## config.mk

```make
export PLATFORM = sky130hd
export DESIGN_NAME = sti_binarize_pack
export DESIGN_NICKNAME = d
export VERILOG_FILES = /design/src/rtl/sti_binarize_pack.sv
export SDC_FILE = /design/constraint.sdc
export NUM_CORES = 1
export LEC_CHECK = 0
export CORE_MARGIN = 5
export CORE_UTILIZATION = 55
export DETAILED_ROUTE_END_ITERATION = 16
export GPL_ROUTABILITY_DRIVEN = 0
export PLACE_DENSITY = 0.77
export SLEW_MARGIN = 20
export SYNTH_ARGS = -nofsm -noshare
export SYNTH_HDL_FRONTEND = slang
export SYNTH_SLANG_ARGS = --single-unit
```

## constraint.sdc

```tcl
create_clock -name clk -period 9.7 [get_ports clk]
set_input_delay 1.94 -clock clk [delete_from_list [all_inputs] [get_ports clk]]
set_output_delay 1.94 -clock clk [all_outputs]
set_load 0.02 [all_outputs]
```

## src/rtl/sti_binarize_pack.sv

```systemverilog
// sti_binarize_pack: thresholds a raster-order grayscale stream to 1 bit per
// pixel, zeroes the one-pixel image border, packs 16 pixels per word MSB-first
// and writes every word of the binary image memory exactly once per frame.
module sti_binarize_pack #(
    parameter int          IMG_W        = 128,
    parameter int          IMG_H        = 128,
    parameter logic [7:0]  THRESH       = 8'd128,
    parameter bit          FORCE_BORDER = 1'b1
) (
    input  logic        clk,
    input  logic        reset,
    input  logic        start,
    input  logic        pix_valid,
    input  logic [7:0]  pix_data,
    input  logic        pix_last,
    output logic        pix_ready,
    output logic        sti_we,
    output logic [9:0]  sti_waddr,
    output logic [15:0] sti_wdata,
    output logic        busy,
    output logic        frame_done,
    output logic [14:0] fg_count,
    output logic        err_frame
);

    localparam int N     = IMG_W * IMG_H;
    localparam int WORDS = N / 16;
    localparam int IDX_W = $clog2(N);
    localparam int ROW_W = $clog2(IMG_H);
    localparam int COL_W = $clog2(IMG_W);

    typedef enum logic [2:0] {IDLE, RUN, PAD, FLUSH, DONE} state_t;

    state_t           state;
    logic [IDX_W-1:0] idx;
    logic [ROW_W-1:0] row;
    logic [COL_W-1:0] col;
    logic [15:0]      word_p0;
    logic [9:0]       pad_addr;

    logic             xfer;
    logic             border;
    logic             pix_bit;
    logic             last_idx;
    logic             grp_end;
    logic [9:0]       cur_addr;
    logic [15:0]      word_next;

    // Number of set bits in a packed word.
    function automatic logic [4:0] popcount16(input logic [15:0] w);
        logic [4:0] cnt;
        cnt = '0;
        for (int i = 0; i < 16; i++) begin
            cnt = cnt + 5'(w[i]);
        end
        return cnt;
    endfunction

    // Foreground counter add that sticks at the counter's maximum.
    function automatic logic [14:0] sat_add(input logic [14:0] a, input logic [4:0] b);
        logic [15:0] s;
        s = {1'b0, a} + 16'(b);
        return s[15] ? '1 : s[14:0];
    endfunction

    // Stream is ready purely as a decode of the state register.
    assign pix_ready = (state == RUN);

    // Per-pixel decision, group bookkeeping and the word being assembled.
    always_comb begin
        xfer      = pix_valid && (state == RUN);
        border    = (row == '0) || (row == ROW_W'(IMG_H - 1)) ||
                    (col == '0) || (col == COL_W'(IMG_W - 1));
        pix_bit   = (pix_data >= THRESH) && !(FORCE_BORDER && border);
        last_idx  = (idx == IDX_W'(N - 1));
        grp_end   = (idx[3:0] == 4'hF);
        cur_addr  = 10'(idx >> 4);
        // The first pixel of a group starts from a clean word so that a
        // truncated group is automatically zero-padded in its low bits.
        word_next = ((idx[3:0] == 4'h0) ? 16'h0000 : word_p0) |
                    (16'(pix_bit) << (4'd15 - idx[3:0]));
    end

    // Frame control FSM with registered write port and status outputs.
    always_ff @(posedge clk or negedge reset) begin
        if (!reset) begin
            state      <= IDLE;
            idx        <= '0;
            row        <= '0;
            col        <= '0;
            word_p0    <= '0;
            pad_addr   <= '0;
            sti_we     <= 1'b0;
            sti_waddr  <= '0;
            sti_wdata  <= '0;
            busy       <= 1'b0;
            frame_done <= 1'b0;
            fg_count   <= '0;
            err_frame  <= 1'b0;
        end else begin
            sti_we <= 1'b0;
            case (state)
                IDLE, DONE: begin
                    if (start) begin
                        state      <= RUN;
                        idx        <= '0;
                        row        <= '0;
                        col        <= '0;
                        word_p0    <= '0;
                        fg_count   <= '0;
                        err_frame  <= 1'b0;
                        frame_done <= 1'b0;
                        busy       <= 1'b1;
                    end
                end
                RUN: begin
                    if (xfer) begin
                        word_p0 <= word_next;
                        idx     <= idx + 1'b1;
                        if (col == COL_W'(IMG_W - 1)) begin
                            col <= '0;
                            row <= row + 1'b1;
                        end else begin
                            col <= col + 1'b1;
                        end
                        // A word retires at a group boundary or when the frame
                        // is cut short; it appears on the port next cycle.
                        if (grp_end || last_idx || pix_last) begin
                            sti_we    <= 1'b1;
                            sti_wdata <= word_next;
                            sti_waddr <= cur_addr;
                            fg_count  <= sat_add(fg_count, popcount16(word_next));
                        end
                        if (last_idx) begin
                            state <= FLUSH;
                            if (!pix_last) begin
                                err_frame <= 1'b1;
                            end
                        end else if (pix_last) begin
                            err_frame <= 1'b1;
                            if (cur_addr == 10'(WORDS - 1)) begin
                                state <= FLUSH;
                            end else begin
                                state    <= PAD;
                                pad_addr <= cur_addr + 1'b1;
                            end
                        end
                    end
                end
                PAD: begin
                    // Fill the rest of the image so every address is written.
                    sti_we    <= 1'b1;
                    sti_wdata <= 16'h0000;
                    sti_waddr <= pad_addr;
                    if (pad_addr == 10'(WORDS - 1)) begin
                        state <= FLUSH;
                    end else begin
                        pad_addr <= pad_addr + 1'b1;
                    end
                end
                FLUSH: begin
                    state      <= DONE;
                    busy       <= 1'b0;
                    frame_done <= 1'b1;
                end
                default: state <= IDLE;
            endcase
        end
    end

endmodule

```

== Word level (Yosys, flattened, before mapping) ==
Index checks and enable logic that the tools add are counted.

* Register bits after elaboration: 102
* Input bits: 13
* Output and inout bits: 46
* Logic and storage cells: 133

* Add/subtract/negate cells: 22
* $lt $le $gt $ge: 1
* Equal/unequal tests: 21
* Shift operators: 1
* Mux-type cells: 50
* Bitwise operators: 1
* Reductions and logical operators: 24

{| class="wikitable"
|+ Operators with widths
! operator !! count
|-
| 16-bit two-way mux || 5
|-
| 10-bit two-way mux || 7
|-
| 16-bit one-hot mux with 2 select lines || 2
|-
| 15-bit two-way mux || 4
|-
| 5-bit by 1-bit adder with 5-bit output || 11
|-
| 10-bit one-hot mux with 2 select lines || 2
|-
| 7-bit two-way mux || 5
|-
| 15-bit one-hot mux with 2 select lines || 1
|-
| 14-bit two-way mux || 2
|-
| 14-bit one-hot mux with 2 select lines || 1
|-
| 7-bit one-hot mux with 2 select lines || 2
|-
| 10-bit by 1-bit adder with 10-bit output, second input constant || 2
|-
| 10-bit == test, second input constant || 2
|-
| 15-bit by 5-bit adder with 16-bit output || 1
|-
| 16-bit bitwise OR || 1
|-
| 1-bit by 4-bit left shift with 16-bit output || 1
|-
| 3-bit two-way mux || 5
|-
| 14-bit by 1-bit adder with 14-bit output, second input constant || 1
|-
| 7-bit by 1-bit adder with 7-bit output, second input constant || 2
|-
| 14-bit == test, second input constant || 1
|-
| 7-bit == test, second input constant || 2
|-
| 7-bit logical NOT || 2
|-
| 2-bit inequality test, second input constant || 6
|-
| 3-bit one-hot mux with 4 select lines || 1
|-
| other kinds (27) || 51
|}

== Longest topological paths before layout ==
Gate-level depths: netlist of run 1.

* Depth in word-level cells: 28
* Mapped depth: 22
* Gate-level depth less buffers: 22

== Least setup slack after synthesis of run 1 ==
Ideal clock, no wire load.

* Kind: input to register
* Start point: input port pix_data[7]
* End point: register fg_count[14]
* Data arrival time: 6.438 ns
* Required time: 9.622 ns
* Path slack: 3.184 ns
* Stages: 18
* Path buffers: 1
* Cell sequence: nor2b_1 o311ai_1 a211oi_1 a21o_1 nand2_1 fa_1 fa_1 inv_1 fa_1 fa_1 inv_1 fa_1 nor2b_1 o2111ai_1 a211oi_1 buf_2 a21oi_1 o2bb2ai_1

* Longest elaborated chain between the ends: 24

{| class="wikitable"
|+ Ends and longest elaborated chain
! what !! line !! RTL
|-
| start, declared || 14 || <nowiki>input logic [7:0] pix_data,</nowiki>
|-
| 8-bit greater-or-equal comparator * || 74 || <nowiki>pix_bit = (pix_data >= THRESH) && !(FORCE_BORDER && border);</nowiki>
|-
| 1-bit logical AND * || 74 ||
|-
| 1-bit by 4-bit left shift with 16-bit output * || 81 || <nowiki>(16'(pix_bit) << (4'd15 - idx[3:0]));</nowiki>
|-
| 16-bit bitwise OR * || 80 || <nowiki>word_next = ((idx[3:0] == 4'h0) ? 16'h0000 : word_p0) |</nowiki>
|-
| 1-bit by 1-bit adder with 2-bit output || 54 || <nowiki>cnt = cnt + 5'(w[i]);</nowiki>
|-
| 2-bit by 1-bit adder with 3-bit output || 54 ||
|-
| 3-bit by 1-bit adder with 4-bit output || 54 ||
|-
| 4-bit by 1-bit adder with 5-bit output || 54 ||
|-
| 5-bit by 1-bit adder with 5-bit output (10 in a row) || 54 ||
|-
| 5-bit by 1-bit adder with 5-bit output * || 54 ||
|-
| 15-bit by 5-bit adder with 16-bit output * || 62 || <nowiki>s = {1'b0, a} + 16'(b);</nowiki>
|-
| 15-bit two-way mux * || 63 || <nowiki>return s[15] ? '1 : s[14:0];</nowiki>
|-
| 15-bit two-way mux * || 128 || <nowiki>if (grp_end || last_idx || pix_last) begin</nowiki>
|-
| 15-bit two-way mux * || 117 || <nowiki>if (xfer) begin</nowiki>
|-
| 15-bit one-hot mux with 2 select lines * || 102 || <nowiki>case (state)</nowiki>
|-
| end signal, assigned || 132 || <nowiki>fg_count <= sat_add(fg_count, popcount16(word_next));</nowiki>
|-
| end, declared || 22 || <nowiki>output logic [14:0] fg_count,</nowiki>
|}

Every way passes the cells marked *; elsewhere a longest branch is shown, timed or not. The select of a mux whose other input is x is not followed.
A chain may end at the register's enable or synchronous reset.

== Final worst setup path of run 1 ==
* Start point: input port pix_data[7]
* End point: register fg_count[3]

The elaborated chain is that of the path after synthesis.

==> out/qor.txt, run 1 <==
Die area = 0.0133 mm²
Req. time, crit path = 10.00 ns
Ys flop type = dfrtp_1
Met2 wire len = 7480 µm
First-pass GRT wire length = 26000 µm
Core Box Area = 0.0109 mm²
Multi-input logic area = 0.00326 mm²
RSZ-0062 raised after global routing = false
DRC = 0
FILL cells = 917
FF-to-FF path depth = 21
Highest routed layer = met4
Largest net degree at the start of global routing = 66
PortBufs = 51
Clk_skew = 0.0100 ns
CP endpoint kind = register
WS Path Type = in -> reg
Placed instance area = 0.00669 mm²
Register Area = 0.00255 mm²
Num ports = 59
CTS-repair resized insts = 0
Reg2reg start = row[0]
Hold Path Origin = word_p0[12]
Die width = 115 µm
WL met3 = 866 µm
Asr flop ratio synth = 1.00
CTS tree = yes
Sequential fraction of the synthesis area = 0.418
Netlist cell types = 77
CP max stage cell = a211oi_1
CP endpoint = fg_count[3]
Initial Util = 0.561
Root buf cell = clkbuf_8
# nets final = 744
Startpoint Class = primary input
Rows = 38
Pleak = 2.95 nW
Total setup buffers inserted after CTS = 0
Pwr dens = 223 mW/mm²
Placed insts = 833
Syn nets = 712
Vias in the first global route = 5181
Metal-1 WL = 6720 µm
Crit path cell chain = clkdlybuf4s50_1, nor2b_1, o311ai_1, a211oi_1, a21oi_1, nor2_1, fa_1, inv_1, fa_1, inv_1, fa_1, fa_1, inv_1, fa_1, nor2b_1, o2111ai_1, a211oi_1, buf_4, a21oi_1, o21ai_0
Mapped Area = 0.00611 mm²
GRT Resource Usage Total = 0.244
Worst-Skew Late Latency = 0.38 ns
Max incr delay on CP = 0.69 ns
Vias per cell = 6.28
Longest Clk Path Bufs = 2
Final ANT Viol Nets = 0
Ratio of cells with drive above 1 in the final layout = 0.0663
Synth warn = 0
Final Hold Viols = 0
Initial DRC count = 586
Clock period minus worst slack = 7.52 ns
Most frequent CP cell = fa_1
Fin util = 0.632
Largest fanout on the critical path = 11
DRT Wirelength = 15400 µm
Outcome = finished clean
Initial antenna violation count = 0
RR Endpoint = fg_count[3]
Dpl hpwl = 10800 µm
Reg2reg setup slack = 3.55 ns
Worst min path class = reg -> reg
CTS Sinks = 102
CTS Hold Bufs = 0
Post-synth EDFFs = 0
Via Count = 5329
Reg clk slew, reported paths = 0.10 ns
Fin area = 0.00688 mm²
Setup TNS = 0 ns
CTS buffer count = 9
Fmax = 133 MHz
Slew Limit Fails = 0
Syn Area/Cell = 9.09 µm²
GRT Residual Overflow = 0
# diodes = 0
H-tree depth = 3
DRT Pass-1 Iters = 5
#FFs+latches synth = 102
Slew headroom = 0.337
Crit path from = pix_data[7]
WL/cell = 18.1 µm
Worst path arrival time = 7.82 ns
Max Cap Violations = 0
Syn Inst Count = 672
Layout area overhead = 12.5%
Worst-Margin Slew = 0.995 ns
Non-Filler Instances = 849
Die height = 115 µm
Final setup fails = 0
Final Cycle Share = 0.775
VDD IR max = 165 µV
worst min path at each step:
stage | end | slack [ns] | depth (start not counted)
final | word_p0[12] | 0.51 | 1
after global placement | word_p0[12] | 0.47 | 1
after detailed placement | sti_wdata[8] | 0.48 | 1
after global routing | word_p0[12] | 0.53 | 1
after floorplan | word_p0[14] | 0.45 | 2
after CTS | word_p0[12] | 0.51 | 1
per-layer routing:
metal  global-route usage  up-vias
met5                    0        -
li1                     -     2472
met2                0.387      195
met3               0.0368       27
met1                0.340     2635
met4               0.0900        0
area by class of cell:
type                    count  share of cell area
clock buffers              12              0.0197
clock inverters             4             0.00691
inverters                  38              0.0207
multi-input cells         494               0.473
flip-flops and latches    102               0.371
well taps                 140              0.0255
repair buffers             59              0.0826
power by group:
group | total (mW) | internal [mW] | switching, mW
combinational | 0.668 | 0.233 | 0.435
clock | 0.271 | 0.119 | 0.152
sequential | 0.596 | 0.501 | 0.0945
sequential cells by signal (all words and copies together), names as in the netlist:
signal and count:
state 3, busy 1, frame_done 1, sti_wdata 16
word_p0 16, sti_waddr 10, err_frame 1, sti_we 1
idx 14, fg_count 15, pad_addr 10, row 7
col 7
cells in the mapped netlist (4+ instances only):
cell type,n,area (µm²)
dfrtp_1,102,2550
nand2_1,73,274
nor2_1,56,210
a21oi_1,51,255
o21ai_0,50,250
inv_1,36,135
nand3_1,30,150
clkbuf_1,25,93.8
a31oi_1,16,100
ha_1,15,188
nor3_1,15,75.1
xor2_1,15,131
nand4_1,13,81.3
a22o_1,12,105
fa_1,12,240
buf_2,10,50.1
a211oi_1,9,67.6
and3_1,9,56.3
a21o_1,8,60.1
o31ai_1,7,52.6
xnor2_1,7,61.3
mux2i_1,6,60.1
nor4_1,4,25.0
o2bb2ai_1,4,35.0
or2_2,4,25.0
or3_1,4,25.0
layout by cell type (no fill, tap or decap), types with 16 or more instances in the layout:
| master | instances |
|---|---|
| a21oi_1 | 51 |
| a31oi_1 | 16 |
| clkdlybuf4s50_1 | 50 |
| dfrtp_1 | 102 |
| inv_1 | 36 |
| nand2_1 | 73 |
| nand3_1 | 30 |
| nor2_1 | 56 |
| o21ai_0 | 50 |
critical path: cells and delay by family:
family	cells	cell delay, ns
compound gates	7	1.98
buf+inv	5	1.02
simple gates	3	0.65
fa+ha+maj	5	2.22
logic make-up (layout without fill, tap and decap cells):
family / count (synthesis) / count (layout) / synth area share
AOI/OAI and AO/OA: 201 / 201 / 0.227
xor gates and xnor gates: 22 / 22 / 0.0315
adders and majority gates: 27 / 27 / 0.0700
buffers and inverters: 76 / 113 / 0.0502
DFF: 102 / 102 / 0.418
muxes: 9 / 9 / 0.0154
and+or+nand+nor: 235 / 235 / 0.188
stage by stage:
step,total power [mW],hold slack [ns],worst slack [ns]
floorplan,1.04,0.450,3.18
global placement,1.24,0.475,1.99
detailed placement,1.27,0.481,1.88
CTS,1.53,0.507,2.22
global route,1.64,0.531,1.83
finish,1.53,0.508,2.18
Power figures use the tool's default switching activity.
==> inputs of run 2 (changes only) <==
CORE_UTILIZATION = 52   (was 55)
PLACE_DENSITY = 0.76   (was 0.77)
clock period = 6.6 ns   (was 9.7 ns; I/O delays follow)
==> run 2 against run 1 <==
  * Total power up 54%
  * Register-to-register slack worse by 2.8 ns
  * Cell count up 1.1%
  * Clock power up 85%
  * Utilization down 1.7 points
  * Wire length about the same
  * Sequential power up 45%
  * Die area up 5.3%
  * Critical path depth unchanged
  * Critical endpoint is now fg_count[4]
  * Global-route usage down 2.1 points
  * Count of clock-buffer cells in the layout unchanged
==> out/qor.txt, run 2 (same netlist as run 1, synthesis figures left out) <==
Worst path arrival time = 6.55 ns
Largest fanout on the critical path = 12
Pleak = 3.03 nW
CTS Hold Bufs = 0
Clock period minus worst slack = 6.27 ns
Fin util = 0.614
DRC = 0
NetSw = 1.02 mW
VDD IR max = 232 µV
CTS tree = yes
Fmax = 160 MHz
Placed insts = 843
Internal cell power = 1.35 mW
Reg2reg setup slack = 0.76 ns
Die width = 118 µm
Initial antenna violation count = 0
Placed instance area = 0.00675 mm²
Reg clk slew, reported paths = 0.07 ns
Final Hold Viols = 0
Register Area = 0.00255 mm²
Die area = 0.0140 mm²
Max Cap Violations = 0
FILL cells = 962
Root buf cell = clkbuf_16
Tot Pwr = 2.37 mW
Final Cycle Share = 0.949
Hold slack = 0.500 ns
PortBufs = 51
Multi-input logic area = 0.00328 mm²
Slew Limit Fails = 0
Startpoint Class = primary input
Clk_skew = 0.0117 ns
GRT Residual Overflow = 0
Commonest non-fill, non-tap cell in the layout = dfrtp_1
Fin area = 0.00704 mm²
Worst min path class = reg -> reg
CTS-repair resized insts = 0
Vias in the first global route = 5108
Die height = 118 µm
Final setup fails = 0
DRT Wirelength = 15400 µm
Final ANT Viol Nets = 0
Initial Util = 0.533
GRT Resource Usage Total = 0.223
CTS buffer count = 9
DRT Pass-1 Iters = 5
Initial DRC count = 594
Core Box Area = 0.0115 mm²
Pwr dens = 337 mW/mm²
WS Path Type = in -> reg
CP endpoint kind = register
CTS Sinks = 102
WL/cell = 17.9 µm
Longest Clk Path Bufs = 2
Worst-Skew Late Latency = 0.36 ns
Combinational share of power = 0.424
Total setup buffers inserted after CTS = 0
# diodes = 0
Rows = 39
RSZ-0062 raised after global routing = false
Seq pwr share = 0.365
Dpl hpwl = 10800 µm
Most frequent cells in the layout = dfrtp_1, nand2_1, nor2_1
Pre-CTS setup slack = -0.0758 ns
Worst-Margin Slew = 1.03 ns
First-pass GRT wire length = 26000 µm
Share of total power in the clock network = 0.211
Non-Filler Instances = 858
Num ports = 59
Slew headroom = 0.315
Sw Share = 0.429
Vias per cell = 6.29
Setup TNS = 0 ns
Final setup margin = 0.334 ns
Largest net degree at the start of global routing = 53
Ratio of cells with drive above 1 in the final layout = 0.0811
Outcome = finished clean
H-tree depth = 3
Via Count = 5394
# nets final = 751
Layout area overhead = 15.3%
Biggest regs = sti_wdata x16, word_p0 x16, fg_count x15
Req. time, crit path = 6.89 ns
[run 2: layer usage]
layer | vias to the layer above | track usage | part of all wire | wire, µm
li1 | 2498 | - | - | -
met1 | 2641 | 0.315 | 0.44 | 6720
met2 | 232 | 0.358 | 0.48 | 7420
met3 | 23 | 0.0325 | 0.066 | 1020
met4 | 0 | 0.0687 | 0.015 | 229
met5 | - | 0 | 0 | 0
[run 2: area by class of cell]
| type | count | share of cell area |
|---|---|---|
| inverter | 38 | 0.0203 |
| sequential | 102 | 0.362 |
| tap | 143 | 0.0254 |
| timing repair buffer | 66 | 0.0881 |
| multi-input combinational | 494 | 0.466 |
| clock inverter | 3 | 0.00302 |
| clock buffer | 12 | 0.0350 |
[run 2: power groups by stage]
stage / Combinational, mW / Sequential (mW) / Clock (mW)
after CTS: 1.00 / 0.864 / 0.509
after detailed placement: 0.995 / 0.876 / 0
after global routing: 1.10 / 0.884 / 0.531
after floorplan: 0.640 / 0.890 / 0
after global placement: 0.968 / 0.864 / 0
final: 1.00 / 0.865 / 0.501
[run 2: worst paths after layout]
check                               to  cells after the start   startpoint
max                        fg_count[4]                     20  pix_data[7]
max reg2reg                fg_count[4]                     22       col[0]
max in group asynchronous       row[4]                      2        reset
min                        word_p0[12]                      1  word_p0[12]
min reg2reg                word_p0[12]                      1  word_p0[12]
min in group asynchronous      idx[12]                      1        reset
[run 2: critical path, stage by stage]
cell and delay, ns:
clkdlybuf4s50_1 0.54, nor2b_1 0.19, o311ai_1 0.11, a211oi_1 0.18, buf_4 0.19, a21o_1 0.14, nand2_1 0.08, fa_1 0.51
fa_1 0.56, inv_1 0.05, fa_1 0.48, fa_1 0.51, inv_1 0.05, fa_1 0.40, nor2b_1 0.17, o2111ai_1 0.20
a211oi_1 0.37, buf_4 0.25, o21ai_0 0.11, nand2_1 0.12
